### src/rtl/md_pkg.sv
// Shared types and defaults for the mult_div issue controller.
// Op encoding, controller states and the registered mult_div control bundle.
package md_pkg;

    typedef enum logic [2:0] {
        OP_MULT  = 3'd0,
        OP_MULTU = 3'd1,
        OP_DIV   = 3'd2,
        OP_DIVU  = 3'd3,
        OP_MTHI  = 3'd4,
        OP_MTLO  = 3'd5
    } md_op_e;

    typedef enum logic [1:0] {
        ST_IDLE    = 2'd0,
        ST_ONE     = 2'd1,
        ST_DIV_RUN = 2'd2
    } md_state_e;

    typedef struct packed {
        logic en;
        logic is_mult;
        logic is_multu;
        logic is_div;
        logic is_divu;
        logic hi_wen;
        logic lo_wen;
    } md_ctl_t;

    localparam int MD_MAX_DIV_CYCLES = 64;
    localparam int MD_CNT_W          = 7;

    // Unknown op codes decode to an all-zero bundle, i.e. nothing is issued.
    function automatic md_ctl_t md_decode(input logic [2:0] op);
        md_ctl_t c;
        c = '0;
        case (md_op_e'(op))
            OP_MULT:  begin c.en = 1'b1; c.is_mult  = 1'b1; end
            OP_MULTU: begin c.en = 1'b1; c.is_multu = 1'b1; end
            OP_DIV:   begin c.en = 1'b1; c.is_div   = 1'b1; end
            OP_DIVU:  begin c.en = 1'b1; c.is_divu  = 1'b1; end
            OP_MTHI:  begin c.en = 1'b1; c.hi_wen   = 1'b1; end
            OP_MTLO:  begin c.en = 1'b1; c.lo_wen   = 1'b1; end
            default:  c = '0;
        endcase
        return c;
    endfunction

    function automatic logic md_is_div_op(input md_ctl_t c);
        return c.is_div | c.is_divu;
    endfunction

endpackage

### src/rtl/md_div_watchdog.sv
// Divide-run cycle counter with a sticky timeout flag.
// Fires when the run reaches MAX_DIV_CYCLES cycles without a completion.
module md_div_watchdog
    import md_pkg::*;
#(
    parameter int MAX_DIV_CYCLES = MD_MAX_DIV_CYCLES,
    parameter int CNT_W          = MD_CNT_W
) (
    input  logic clk,
    input  logic reset,
    input  logic run,
    input  logic clear,
    input  logic complete,
    output logic expire,
    output logic timeout
);

    logic [CNT_W-1:0] count_r;
    logic             timeout_r;

    assign expire  = run & ~complete & (count_r == CNT_W'(MAX_DIV_CYCLES - 1));
    assign timeout = timeout_r;

    // Counter advances each divide cycle; the flag latches until reset.
    always_ff @(posedge clk or negedge reset) begin
        if (!reset) begin
            count_r   <= '0;
            timeout_r <= 1'b0;
        end else begin
            if (clear) begin
                count_r <= '0;
            end else if (run) begin
                count_r <= count_r + CNT_W'(1);
            end else begin
                count_r <= count_r;
            end
            timeout_r <= timeout_r | expire;
        end
    end

endmodule

### src/rtl/md_issue_ctrl.sv
// Sequencer that issues EX-stage HI/LO ops to mult_div from registered controls,
// holding operands for a whole divide and stalling HI/LO reads while busy.
module md_issue_ctrl
    import md_pkg::*;
#(
    parameter int MAX_DIV_CYCLES = MD_MAX_DIV_CYCLES,
    parameter int CNT_W          = MD_CNT_W
) (
    input  logic        clk,
    input  logic        reset,
    input  logic        req_valid,
    output logic        req_ready,
    input  logic [2:0]  req_op,
    input  logic [31:0] req_rs,
    input  logic [31:0] req_rt,
    input  logic        flush,
    input  logic        hilo_read,
    output logic        hilo_stall,
    output logic        busy,
    output logic        div_timeout,
    output logic        md_en,
    output logic        md_is_mult,
    output logic        md_is_multu,
    output logic        md_is_div,
    output logic        md_is_divu,
    output logic        md_hi_wen,
    output logic        md_lo_wen,
    output logic [31:0] md_rs_data,
    output logic [31:0] md_rt_data,
    input  logic        md_complete
);

    md_state_e   state_r, state_s;
    md_ctl_t     ctl_r, ctl_s;
    md_ctl_t     dec_s;
    logic [31:0] rs_r, rs_s;
    logic [31:0] rt_r, rt_s;
    logic        busy_r;
    logic        accept_s;
    logic        wd_run_s;
    logic        wd_clear_s;
    logic        wd_expire_s;

    assign req_ready  = (state_r == ST_IDLE) | (state_r == ST_ONE);
    assign hilo_stall = hilo_read & busy_r;
    assign busy       = busy_r;
    assign wd_run_s   = (state_r == ST_DIV_RUN);
    assign wd_clear_s = wd_run_s & (state_s != ST_DIV_RUN);

    assign md_en       = ctl_r.en;
    assign md_is_mult  = ctl_r.is_mult;
    assign md_is_multu = ctl_r.is_multu;
    assign md_is_div   = ctl_r.is_div;
    assign md_is_divu  = ctl_r.is_divu;
    assign md_hi_wen   = ctl_r.hi_wen;
    assign md_lo_wen   = ctl_r.lo_wen;
    assign md_rs_data  = rs_r;
    assign md_rt_data  = rt_r;

    // Next state, next control bundle and operand capture.
    always_comb begin
        accept_s = req_valid & req_ready & ~flush;
        dec_s    = md_decode(req_op);
        state_s  = state_r;
        ctl_s    = ctl_r;
        rs_s     = rs_r;
        rt_s     = rt_r;
        case (state_r)
            ST_IDLE, ST_ONE: begin
                if (accept_s && dec_s.en) begin
                    ctl_s = dec_s;
                    rs_s  = req_rs;
                    rt_s  = req_rt;
                    if (md_is_div_op(dec_s)) begin
                        state_s = ST_DIV_RUN;
                    end else begin
                        state_s = ST_ONE;
                    end
                end else begin
                    state_s = ST_IDLE;
                    ctl_s   = '0;
                end
            end
            // Flush is deliberately not looked at here: the divide is committed.
            ST_DIV_RUN: begin
                if (md_complete || wd_expire_s) begin
                    state_s = ST_IDLE;
                    ctl_s   = '0;
                end else begin
                    state_s = ST_DIV_RUN;
                end
            end
            default: begin
                state_s = ST_IDLE;
                ctl_s   = '0;
            end
        endcase
    end

    // State, control and operand registers; busy is registered alongside state.
    always_ff @(posedge clk or negedge reset) begin
        if (!reset) begin
            state_r <= ST_IDLE;
            ctl_r   <= '0;
            rs_r    <= 32'd0;
            rt_r    <= 32'd0;
            busy_r  <= 1'b0;
        end else begin
            state_r <= state_s;
            ctl_r   <= ctl_s;
            rs_r    <= rs_s;
            rt_r    <= rt_s;
            busy_r  <= (state_s != ST_IDLE);
        end
    end

    md_div_watchdog #(
        .MAX_DIV_CYCLES (MAX_DIV_CYCLES),
        .CNT_W          (CNT_W)
    ) u_watchdog (
        .clk      (clk),
        .reset    (reset),
        .run      (wd_run_s),
        .clear    (wd_clear_s),
        .complete (md_complete),
        .expire   (wd_expire_s),
        .timeout  (div_timeout)
    );

endmodule

### config.mk
export PLATFORM = sky130hd
export DESIGN_NAME = md_issue_ctrl
export DESIGN_NICKNAME = d
export VERILOG_FILES = /design/src/rtl/md_pkg.sv /design/src/rtl/md_div_watchdog.sv /design/src/rtl/md_issue_ctrl.sv
export SDC_FILE = /design/constraint.sdc
export NUM_CORES = 1
export LEC_CHECK = 0
export ABC_CLOCK_PERIOD_IN_PS = 4150
export CAP_MARGIN = 20
export CORE_MARGIN = 4
export CORE_UTILIZATION = 45
export CTS_CLUSTER_DIAMETER = 150
export DETAILED_ROUTE_END_ITERATION = 12
export PLACE_DENSITY = 0.87
export SKIP_CTS_REPAIR_TIMING = 1
export SLEW_MARGIN = 40
export SYNTH_ARGS = -nofsm -noshare
export SYNTH_HDL_FRONTEND = slang
export SYNTH_HIERARCHICAL = 1
export SYNTH_SLANG_ARGS = --single-unit
### constraint.sdc
create_clock -name clk -period 4.15 [get_ports clk]
set_input_delay 0.6225 -clock clk [delete_from_list [all_inputs] [get_ports clk]]
set_output_delay 0.6225 -clock clk [all_outputs]
set_load 0.02 [all_outputs]
==> out/qor.yml <==
run_status:
  run_status: "finished clean"
critical_path:
  cp_top_family: "simple AND/OR/NAND/NOR gates"
  critPathBufInv: 1
  crit_chain: "inv_1, nor2_1, nand3_1, nor4_2, nor4b_4, nor3_2, nor2_1, mux2_2"
  critPathMaxFanout: 10
  crit_required_ns: 4.37
  rr_worst_depth: 8
  crit_top_cell: "nor2_1"
  crit_path_top_delay_cell: "nor2_1"
  critical-path-max-stage-delay_ns: 0.47
  start_kind: "register"
  crit_arrival_ns: 2.83
  reg2reg_to: "u_watchdog/count_r[6]"
  rrSetupSlack_ns: 1.55
  worstSetupPathType: "register to register"
  r2r_start: "state_r[1]"
  end_kind: "register"
job:
  cap_violations: 0
min_path:
  hold_path_class: "input pin to asynchronous set/reset pin"
synth:
  synthesis.nets: 282
  synth_area_sq_um: 3330
  yosys.area.top_type: "dfrtp_1"
  synth_area_per_cell_sq_um: 16.0
  ys_seq_area_share_pct: 61.7
  yosysMostFrequentCell: "dfrtp_1"
  yosysWarnings: 6
  netlist_instances: 208
  yosys-top-cells-count: "82 x dfrtp_1, 38 x mux2_4, 27 x mux2_2, 11 x nand2_1, 8 x nor2_1"
  synth-main-ff-cell: "dfrtp_1"
  synth-edff-count: 0
  netlist.area_leader.share_pct: 61.7
  synth_area_leaders: "dfrtp_1 62%, mux2_4 17%, mux2_2 9.1%"
  synth_cell_types: 30
  synth-async-reset-ratio_pct: 100
  yosys_register_bits: 82
route:
  dr.pass1.iters: 4
  drtIter0Drc: 77
  drt-total-wl_um: 7680
  drc: 0
  wl_per_cell_um: 16.7
  viasPerCell: 4.77
  final_antenna_net_count: 0
  num_vias: 2197
sta:
  finalSetupTns_ns: 0
  min_period_ns: 2.60
  skew_ns: 0.0103
  hold_viol: 0
  period_share_pct: 62.7
  slew_headroom_pct: 51.2
  tightest_slew_ns: 0.733
  rsz0062_at_grt: "no"
  fmax_mhz: 384
  setup_violations: 0
  drv_slew: 0
die:
  start_util_pct: 46.1
  dieArea_sq_um: 8840
  dieHeight_um: 94
  fp-row-count: 31
  die_x_um: 94
  num_io_pins: 148
  core_sq_um: 7210
place:
  hpwl_um: 5580
  dp_cells: 445
  numPortBuffers: 147
  place_area_sq_um: 4860
  gp_congestion: 0.752
clocking:
  cts_tree: "yes"
  cts.path.max_buffers: 2
  htree_levels: 3
  clkTransAtPathRegs_ns: 0.08
  numCtsBuffers: 9
  clock_sink_count: 82
  cts-root-buf: "clkbuf_8"
  clk_latency_ns: 0.33
layout:
  drive_gt1_share_pct: 24.0
  final_area_sq_um: 5100
  area_growth_syn_to_layout_pct: 53.1
  antennaDiodeCount: 0
  final_nets: 431
  layout.cells.non_filler: 461
grt:
  grt_start_max_net_pins: 83
  antenna_found_initial: 0
  grt_pass1_vias: 2441
  grt_util_all_layers_pct: 17.6
  grt_pass1_wl_um: 12000
  grt_overflow_total: 0
pwr:
  ir_drop_mv: 0.319
  p_leak_nw: 2.27
  powerDensity_nw_per_um2: 472
==> per-layer routing <==
| metal | up-vias | wire length [um] | global-route usage (%) |
|---|---|---|---|
| met5 | - | 0 | 0 |
| met4 | 0 | 110 | 6.98 |
| met3 | 10 | 555 | 5.85 |
| met2 | 84 | 3990 | 29.5 |
| met1 | 1089 | 3020 | 20.9 |
| li1 | 1014 | - | - |
==> layout by cell type (no fill, tap or decap) <==
cell             instances
bufinv_16                2
nor4b_1                  1
nor2b_1                  1
clkbuf_8                10
nor2_1                   8
nand2_8                  1
nor4b_4                  1
or2_1                    1
clkdlybuf4s50_1        146
nand2b_1                 2
clkinv_2                 2
nand4_4                  1
nand3_1                  3
clkinvlp_4               1
or3_1                    1
xor2_1                   3
nor3b_2                  1
inv_1                    3
dfrtp_1                 82
a32o_1                   2
mux2i_1                  1
and2_1                   1
o21ai_0                  5
nand2_1                 10
nand4_1                  1
nor4_2                   1
a21oi_1                  1
xnor2_1                  1
nor3_2                   1
mux2_4                  38
clkbuf_1                 1
ha_1                     1
buf_6                    1
mux2_2                  27
==> state kept, by name, indices dropped and copies added, names as in the netlist <==
name                count
busy                    1
md_en                   1
md_hi_wen               1
md_is_div               1
md_is_divu              1
md_is_mult              1
md_is_multu             1
md_lo_wen               1
md_rs_data             32
md_rt_data             32
state_r                 2
u_watchdog/count_r      7
u_watchdog/timeout      1
==> report_power, final <==
group | switching, mW | leakage, nW | internal [mW]
Combinational | 0.320 | 1.16 | 0.434
Clock | 0.271 | 0.109 | 0.354
Sequential | 0.0878 | 0.998 | 0.939
==> kinds of logic after synthesis <==
family	Yosys count	synth area share, %
AO/OA/AOI/OAI	8	1.50
buffers and inverters	12	2.67
adder cells (fa/ha/maj)	1	0.376
multiplexers	66	26.6
flip-flops	82	61.7
AND/OR/NAND/NOR	35	6.17
XOR/XNOR	4	1.05
==> through the flow <==
stage	hold slack, ns	utilization, %	total power [mW]	setup slack, ns
2_1_floorplan	0.327	-	1.41	2.05
3_3_place_gp	0.473	67.2	1.78	1.48
3_5_place_dp	0.460	67.4	1.81	1.37
4_1_cts	0.344	70.4	2.44	1.42
5_1_grt	0.354	70.6	2.52	1.30
6_report	0.291	70.6	2.41	1.55
==> area by class of cell <==
class	instances	area [sq um]
Tap cell	99	124
Sequential cell	82	2050
Clock inverter	5	77.6
Timing Repair Buffer	147	1470
Inverter	3	11.3
Clock buffer	11	141
Fill cell	498	2120
Multi-Input combinational cell	114	1220
==> worst max-delay path by stage <==
stage | slack, ns | depth (start not counted) | endpoint | startpoint
after global routing | 1.30 | 8 | u_watchdog/count_r[6] | state_r[1]
after CTS | 1.42 | 8 | u_watchdog/count_r[6] | state_r[1]
after global placement | 1.48 | 6 | u_watchdog/count_r[6] | md_complete
after detailed placement | 1.37 | 6 | u_watchdog/count_r[6] | md_complete
final | 1.55 | 8 | u_watchdog/count_r[6] | state_r[1]
after floorplan | 2.05 | 10 | u_watchdog/count_r[6] | state_r[1]
Note: power is estimated with default switching activity, not from simulation.
